[src/rtl/agent_scheduler_if.sv]
// agent_scheduler_if: handshake bundle between the scheduler, sensor front-end, AGENT datapath and light driver.
interface agent_scheduler_if #(
   parameter int L_WIDTH    = 4,
   parameter int STEP_WIDTH = 16
);
   localparam int A_WIDTH = 2 + L_WIDTH / 2;
   logic                  start;
   logic                  stop;
   logic                  learn;
   logic [STEP_WIDTH-1:0] max_step;
   logic [7:0]            epsilon;
   logic                  sensor_valid;
   logic [A_WIDTH-1:0]    A;
   logic                  A_sel;
   logic                  mode;
   logic                  agent_en;
   logic                  q_wr;
   logic                  light_go;
   logic [A_WIDTH-1:0]    a_hold;
   logic [STEP_WIDTH-1:0] step_cnt;
   logic                  busy;
   logic                  done;
   modport master (
      output start, stop, learn, max_step, epsilon, sensor_valid, A,
      input  A_sel, mode, agent_en, q_wr, light_go, a_hold, step_cnt, busy, done
   );
   modport slave (
      input  start, stop, learn, max_step, epsilon, sensor_valid, A,
      output A_sel, mode, agent_en, q_wr, light_go, a_hold, step_cnt, busy, done
   );
endinterface

[src/rtl/agent_scheduler.sv]
// agent_scheduler: sequences sense -> decide -> act -> update for one intersection's Q-learning agent.
module agent_scheduler #(
   parameter int          L_WIDTH    = 4,
   parameter int          T_UNIT     = 8,
   parameter int          STEP_WIDTH = 16,
   parameter logic [15:0] LFSR_SEED  = 16'hACE1
) (
   input logic               clk,
   input logic               rst,
   agent_scheduler_if.slave  bus
);
   localparam int A_DUR_WIDTH = L_WIDTH / 2;
   localparam int A_WIDTH     = 2 + A_DUR_WIDTH;
   localparam int TW          = $clog2((2 ** A_DUR_WIDTH) * T_UNIT);

   typedef enum logic [2:0] {
      S_IDLE, S_SENSE, S_DECIDE, S_LATCH, S_EXEC, S_OBSERVE, S_UPDATE, S_FIN
   } state_t;

   state_t                r_state;
   logic [15:0]           r_lfsr;
   logic [TW-1:0]         r_timer;
   logic                  r_stop_pend;
   logic                  r_a_sel;
   logic                  r_mode;
   logic                  r_agent_en;
   logic                  r_q_wr;
   logic                  r_light_go;
   logic [A_WIDTH-1:0]    r_a_hold;
   logic [STEP_WIDTH-1:0] r_step_cnt;
   logic                  r_busy;
   logic                  r_done;
   logic [15:0]           w_lfsr_nxt;
   logic [TW-1:0]         w_load;
   logic                  w_end;

   assign w_lfsr_nxt = r_lfsr[0] ? (r_lfsr >> 1) ^ 16'hB400 : r_lfsr >> 1;
   // Green time spans (dur+1) whole units; timer counts down to 0 inclusive.
   assign w_load = TW'((int'(bus.A[A_DUR_WIDTH-1:0]) + 1) * T_UNIT - 1);
   assign w_end  = r_stop_pend ||
                   (bus.max_step != '0 && r_step_cnt + STEP_WIDTH'(1) == bus.max_step);

   // Strobes are registered: each is set on the transition into the state it marks.
   always_ff @(posedge clk) begin
      if (!rst) begin
         r_state     <= S_IDLE;
         r_lfsr      <= LFSR_SEED;
         r_timer     <= '0;
         r_stop_pend <= 1'b0;
         r_a_sel     <= 1'b0;
         r_mode      <= 1'b0;
         r_agent_en  <= 1'b0;
         r_q_wr      <= 1'b0;
         r_light_go  <= 1'b0;
         r_a_hold    <= '0;
         r_step_cnt  <= '0;
         r_busy      <= 1'b0;
         r_done      <= 1'b0;
      end else begin
         r_lfsr     <= w_lfsr_nxt;
         r_agent_en <= 1'b0;
         r_q_wr     <= 1'b0;
         r_done     <= 1'b0;
         if (bus.stop && r_state != S_IDLE) r_stop_pend <= 1'b1;
         case (r_state)
            S_IDLE: if (bus.start) begin
               r_mode      <= bus.learn;
               r_step_cnt  <= '0;
               r_stop_pend <= 1'b0;
               r_busy      <= 1'b1;
               r_state     <= S_SENSE;
            end
            S_SENSE: if (bus.sensor_valid) begin
               r_agent_en <= 1'b1;
               r_state    <= S_DECIDE;
            end
            S_DECIDE: begin
               r_a_sel <= r_lfsr[7:0] < bus.epsilon;
               r_state <= S_LATCH;
            end
            S_LATCH: begin
               r_a_hold   <= bus.A;
               r_timer    <= w_load;
               r_light_go <= 1'b1;
               r_state    <= S_EXEC;
            end
            S_EXEC: if (r_timer == '0) begin
               r_light_go <= 1'b0;
               r_state    <= S_OBSERVE;
            end else begin
               r_timer <= r_timer - TW'(1);
            end
            S_OBSERVE: if (bus.sensor_valid) begin
               r_q_wr  <= r_mode;
               r_state <= S_UPDATE;
            end
            S_UPDATE: begin
               r_step_cnt <= r_step_cnt + STEP_WIDTH'(1);
               r_done     <= w_end;
               r_agent_en <= !w_end;
               r_state    <= w_end ? S_FIN : S_DECIDE;
            end
            S_FIN: begin
               r_busy  <= 1'b0;
               r_state <= S_IDLE;
            end
            default: begin
               r_busy     <= 1'b0;
               r_light_go <= 1'b0;
               r_state    <= S_IDLE;
            end
         endcase
      end
   end

   assign bus.A_sel    = r_a_sel;
   assign bus.mode     = r_mode;
   assign bus.agent_en = r_agent_en;
   assign bus.q_wr     = r_q_wr;
   assign bus.light_go = r_light_go;
   assign bus.a_hold   = r_a_hold;
   assign bus.step_cnt = r_step_cnt;
   assign bus.busy     = r_busy;
   assign bus.done     = r_done;
endmodule

[src/flat_wrapper.sv]
// flat-port wrapper written by rule: the top's interface ports become plain ports
module agent_scheduler_flat 
#(
   parameter int          L_WIDTH    = 4,
   parameter int          T_UNIT     = 8,
   parameter int          STEP_WIDTH = 16,
   parameter logic [15:0] LFSR_SEED  = 16'hACE1
)
  (clk, rst, bus_start, bus_stop, bus_learn, bus_max_step, bus_epsilon, bus_sensor_valid, bus_A, bus_A_sel, bus_mode, bus_agent_en, bus_q_wr, bus_light_go, bus_a_hold, bus_step_cnt, bus_busy, bus_done);
  agent_scheduler_if #(.L_WIDTH(L_WIDTH), .STEP_WIDTH(STEP_WIDTH)) bus_i ();
  input logic clk;
  input logic rst;
  input wire logic [$bits(bus_i.start)-1:0] bus_start;
  input wire logic [$bits(bus_i.stop)-1:0] bus_stop;
  input wire logic [$bits(bus_i.learn)-1:0] bus_learn;
  input wire logic [$bits(bus_i.max_step)-1:0] bus_max_step;
  input wire logic [$bits(bus_i.epsilon)-1:0] bus_epsilon;
  input wire logic [$bits(bus_i.sensor_valid)-1:0] bus_sensor_valid;
  input wire logic [$bits(bus_i.A)-1:0] bus_A;
  output wire logic [$bits(bus_i.A_sel)-1:0] bus_A_sel;
  output wire logic [$bits(bus_i.mode)-1:0] bus_mode;
  output wire logic [$bits(bus_i.agent_en)-1:0] bus_agent_en;
  output wire logic [$bits(bus_i.q_wr)-1:0] bus_q_wr;
  output wire logic [$bits(bus_i.light_go)-1:0] bus_light_go;
  output wire logic [$bits(bus_i.a_hold)-1:0] bus_a_hold;
  output wire logic [$bits(bus_i.step_cnt)-1:0] bus_step_cnt;
  output wire logic [$bits(bus_i.busy)-1:0] bus_busy;
  output wire logic [$bits(bus_i.done)-1:0] bus_done;
  assign bus_i.start = bus_start;
  assign bus_i.stop = bus_stop;
  assign bus_i.learn = bus_learn;
  assign bus_i.max_step = bus_max_step;
  assign bus_i.epsilon = bus_epsilon;
  assign bus_i.sensor_valid = bus_sensor_valid;
  assign bus_i.A = bus_A;
  assign bus_A_sel = bus_i.A_sel;
  assign bus_mode = bus_i.mode;
  assign bus_agent_en = bus_i.agent_en;
  assign bus_q_wr = bus_i.q_wr;
  assign bus_light_go = bus_i.light_go;
  assign bus_a_hold = bus_i.a_hold;
  assign bus_step_cnt = bus_i.step_cnt;
  assign bus_busy = bus_i.busy;
  assign bus_done = bus_i.done;
  agent_scheduler #(.L_WIDTH(L_WIDTH), .T_UNIT(T_UNIT), .STEP_WIDTH(STEP_WIDTH), .LFSR_SEED(LFSR_SEED)) u_core (.clk(clk), .rst(rst), .bus(bus_i));
endmodule
[config.mk]
export PLATFORM = sky130hd
export DESIGN_NAME = agent_scheduler_flat
export DESIGN_NICKNAME = d
export VERILOG_FILES = /design/src/rtl/agent_scheduler_if.sv /design/src/rtl/agent_scheduler.sv /design/src/flat_wrapper.sv
export SDC_FILE = /design/constraint.sdc
export NUM_CORES = 1
export LEC_CHECK = 0
export BUFFER_PORTS_ARGS = -buffer_cell sky130_fd_sc_hd__buf_2
export CAP_MARGIN = 20
export CORE_MARGIN = 1
export CORE_UTILIZATION = 54
export CTS_CLUSTER_SIZE = 10
export DETAILED_ROUTE_END_ITERATION = 6
export PLACE_DENSITY_LB_ADDON = 0.3
export SYNTH_ARGS = -nofsm -noshare
export SYNTH_HDL_FRONTEND = slang
export SYNTH_SLANG_ARGS = --single-unit
[constraint.sdc]
create_clock -name clk -period 3.4 [get_ports clk]
set_input_delay 0.68 -clock clk [delete_from_list [all_inputs] [get_ports clk]]
set_output_delay 0.68 -clock clk [all_outputs]
set_load 0.01 [all_outputs]
* Yosys cells after proc, flatten, opt, wreduce, memory -nomap -nowiden
Cells that the tools add are included.
Storage, ports and cells: register bits 52, input bits 34, output and inout port bits 27, logic and storage cells 71
Cells by class: add/subtract/negate cells 4, order comparisons 1, eq/ne operators 13, mux-type cells 20, bitwise logic cells 1, reductions and logical operators 19
Operators with widths (count):
- two-way mux 16 bit | 2
- case mux 16 bit (2 select lines) | 1
- case mux 3 bit (8 select lines) | 1
- adder 16 x 1 -> 16 bit (second input constant) | 1
- equality test 16 bit | 1
- nonzero test 16 bit | 1
- two-way mux 3 bit | 5
- equality test 3 bit (second input constant) | 4
- AND reduction 2 bit | 6
- case mux 5 bit (2 select lines) | 1
- less-than comparator 8 bit | 1
- != test 2 bit (second input constant) | 4
- equality test 3 x 2 -> 1 bit (second input constant) | 2
- two-way mux 1 bit | 6
- case mux 1 bit (2 select lines) | 3
- nonzero test 2 bit | 3
- logical NOT 5 bit | 1
- two-way mux 5 bit | 1
- subtractor 5 x 1 -> 5 bit (second input constant) | 1
- subtractor 5 x 2 -> 5 bit (second input constant) | 1
- NOT 3 -> 4 bit | 1
- AND reduction 4 bit | 1
- equality test 3 x 1 -> 1 bit (second input constant) | 1
- logical NOT 3 bit | 1
- 7 further kinds | 8

* Longest topological paths before layout
word-level depth 6, depth in mapped cells 9, depth with buffers taken out 8

* Least setup slack after synthesis
OpenSTA, ideal clock, no wires.
path kind reg-to-reg, start reg u_core.r_step_cnt[0] (netlist: u_core.bus.step_cnt[0]), end reg u_core.r_agent_en (netlist: u_core.bus.agent_en), setup time 0.116 ns, data arrival time 2.346 ns, data required time 3.284 ns, path slack 0.938 ns, cell stages (with the launch flop) 9, path buffers 0, clock period less this slack 2.462 ns, path through dfxtp_1 -> ha_1 -> nand3_1 -> nor2_1 -> xnor2_1 -> or4_4 -> a2111oi_4 -> a21oi_2 -> a31o_1
Between the ends: longest elaborated chain between the ends 6
RTL lines:
- start: declaration | RTL line agent_scheduler.sv:30 | logic [STEP_WIDTH-1:0] r_step_cnt;
- start signal: assignment | RTL line agent_scheduler.sv:98 | r_step_cnt <= r_step_cnt + STEP_WIDTH'(1);
- adder 16 x 1 -> 16 bit | RTL line agent_scheduler.sv:41 | (bus.max_step != '0 && r_step_cnt + STEP_WIDTH'(1) == bus.max_step);
- equality test 16 bit | RTL line agent_scheduler.sv:41
- logical AND 1 bit | RTL line agent_scheduler.sv:41
- logical OR 1 bit | RTL line agent_scheduler.sv:40 | assign w_end = r_stop_pend ||
- logical NOT 1 bit | RTL line agent_scheduler.sv:100 | r_agent_en <= !w_end;
- case mux 1 bit (2 select lines) | RTL line agent_scheduler.sv:65 | case (r_state)
- end signal: assignment | RTL line agent_scheduler.sv:100
- end: declaration | RTL line agent_scheduler.sv:26 | logic r_agent_en;
No other way between the ends. A chain may end at the register's enable or synchronous reset.

* Worst setup path in the final report
Ends and elaborated chain as after synthesis.

==> out/results.txt <==
status: finished clean
overall routing resource usage: 23.9%
Area Growth Syn to Fin: 16.0%
Hold Slack: 420 ps
unique cell type count in the Yosys netlist: 51
maximum capacitance violations: 0
clk sinks: 52
worst clock skew: 4.39 ps
Leak: 1.40 nW
Starting DRT DRC Count: 135
Area contributors post-synth: dfxtp_1, ha_1, nand2_1, xnor2_1, nor2_1
grt total ovfl: 0
vias: 2599
Hold-fix buffers, CTS: 0
CTS H-tree lvls: 2
post-CTS setup buffer count: 0
slowest CP cell: or4_4
CP Capture Type: flip-flop
Avg Inst Size Synth: 8.21 sq um
core box area: 5070 sq um
drt wl/cell: 13.4 microns
final std cell area, no fill: 3300 sq um
first-pass GRT wire length: 10200 microns
root buffer cell: clkbuf_8
Fin. Hold Viols: 0
antenna violations before repair: 0
final setup TNS: 0 ps
Critical Path RT: 3600 ps
share of cells above drive strength 1: 19.5%
RSZ-0062 raised after global routing: no
number of global-route vias before repair: 2366
final wirelength: 6290 microns
register area share after synthesis: 36.6%
die area: 5560 sq um
number of synthesized flops with an enable pin: 0
TritonCTS Buffers: 5
Final nets: 448
largest net degree at the start of global routing: 32
Arr. time, crit path: 2990 ps
DRC: 0
crit-path cells: ha_1, nand3_1, buf_4, nor2_1, xnor2_1, or4_4, a2111oi_4, a21oi_2, a31o_1
Async SR Flop Fraction: 0%
f_max: 359 MHz
post-synth top area share: 36.6%
Via density: 5.52
slew margin rel.: 32.4%
I/O Buffers: 60
Final Wtd Congestion: 0.879
post-route ant nets: 0
hpwl dp: 4640 microns
First-pass DRT Iterations: 4
Fillers: 475
maximum net fanout on the critical path: 11
Initial Util: 56.0%
cell taking the most area after synthesis: dfxtp_1
Multi-input gate area: 1680 sq um
Pwr Density: 476 nW/um^2
synthesized area: 2840 sq um
top_reg_cell synth: dfxtp_1
Post-Syn Nets: 394
Reg area: 1040 sq um
Die Span X: 74.5 microns
# IOs: 61
PostCTS Resize Cnt: 0
flops & latches, synth: 52
crit share post-route: 81.9%
fin. max-slew vios: 0
DP Area: 3190 sq um
clock slew at reported path FFs: 90 ps
YS warnings: 0
Hold Path Class: reg -> reg
worst slew pin tran: 1010 ps
CP max stage delay: 540 ps
row count: 26
clock latency on the worst-skew pair: 300 ps
minimum clock period: 2780 ps
cells after synthesis: 346
Die Span Y: 74.5 microns
CP startpoint kind: flip-flop
CTS max path bufs: 2
setup violators final: 0
kind of critical path: reg -> reg
VDD IR max: 0.322 mV
Ant. Diodes: 0
CTS tree: yes
==> cells in the final DEF (no fill, tap or decap), drive strengths merged, types with 3 or more instances in the layout <==
cell and count:
o21ai 17, clkbuf 5, inv 16, nand2b 11, nand3b 3, xnor2 18
ha 14, a22oi 3, nand2 43, and2 8, nor4 7, xor2 9
nand4 5, a21oi 24, nor3 13, a311oi 5, nor2b 3, mux2i 3
nor2 32, buf 62, dfxtp 52, nand3 7, a31oi 6, a211oi 4
==> cells by family (layout without fill, tap and decap cells) <==
| family | after synthesis | after routing | share of synthesized area (%) |
|---|---|---|---|
| simple gates | 144 | 144 | 26.2 |
| compound gates | 75 | 75 | 17.4 |
| flops | 52 | 52 | 36.6 |
| buf+inv | 31 | 86 | 4.18 |
| xor+xnor | 27 | 27 | 8.32 |
| fa+ha+maj | 14 | 14 | 6.16 |
| mux | 3 | 3 | 1.06 |
==> where the power goes <==
group          internal [mW]  leakage (nW)  switching, mW
Clock                  0.218        0.0541          0.203
Sequential             0.668         0.425         0.0443
Combinational          0.178         0.920          0.258
Total                   1.06          1.40          0.504
==> state kept, by name, summed over array words and instances, names as in the netlist <==
| signal | count |
|---|---|
| u_core.bus.step_cnt | 16 |
| u_core.r_lfsr | 16 |
| u_core.r_timer | 5 |
| u_core.bus.a_hold | 4 |
| u_core.r_state | 3 |
| u_core.bus.A_sel | 1 |
| u_core.bus.agent_en | 1 |
| u_core.bus.busy | 1 |
| u_core.bus.done | 1 |
| u_core.bus.light_go | 1 |
| u_core.bus.mode | 1 |
| u_core.bus.q_wr | 1 |
| u_core.r_stop_pend | 1 |
==> Yosys cell counts (3+ instances only) <==
library cell	number
a211oi_1	4
a21oi_1	23
a22oi_1	3
a311oi_1	5
a31oi_1	6
and2_1	8
clkbuf_1	13
dfxtp_1	52
ha_1	14
inv_1	16
mux2i_1	3
nand2_1	43
nand2b_1	11
nand3_1	7
nand3b_1	3
nand4_1	3
nor2_1	32
nor2b_1	3
nor3_1	13
nor4_1	6
o21ai_0	17
xnor2_1	18
xor2_1	9
==> routing by layer <==
metal  vias to the layer above  GRT usage, %  routed length [microns]
met3                        13          5.01                      326
met2                        77          42.0                     2990
met4                         0          8.60                      144
li1                       1320             -                        -
met1                      1189          28.5                     2830
met5                         -             0                        0
==> cell type report <==
cell class,instances,share of cell area (%)
clock buffers,5,2.09
clock inverters,3,1.29
inverters,16,1.82
multi-input cells,263,51.0
flip-flops and latches,52,31.6
well taps,70,2.66
repair buffers,62,9.56
==> critical path, delay by kind of cell (launching register included) <==
family	cells	cell delay, ps
DFF	1	480
xor gates and xnor gates	1	140
AOI/OAI and AO/OA	3	660
adders and majority gates	1	270
buffers and inverters	1	180
and+or+nand+nor	3	950
==> final timing paths <==
path	start	end	slack, ps	cells after the start
min	u_core.r_lfsr[12]	u_core.r_lfsr[11]	420	1
min reg2reg	u_core.r_lfsr[12]	u_core.r_lfsr[11]	420	1
max	u_core.bus.step_cnt[0]	u_core.bus.agent_en	620	9
max reg2reg	u_core.bus.step_cnt[0]	u_core.bus.agent_en	620	9
==> per-stage QoR <==
stage	total power [mW]	instances	util, %	setup slack (ps)
floorplan	1.04	346	-	938
global placement	1.15	463	62.8	741
detailed placement	1.16	463	62.8	637
CTS	1.58	471	65.0	619
global route	1.67	471	65.0	463
finish	1.57	471	65.0	615
(Power assumes the default switching activity.)
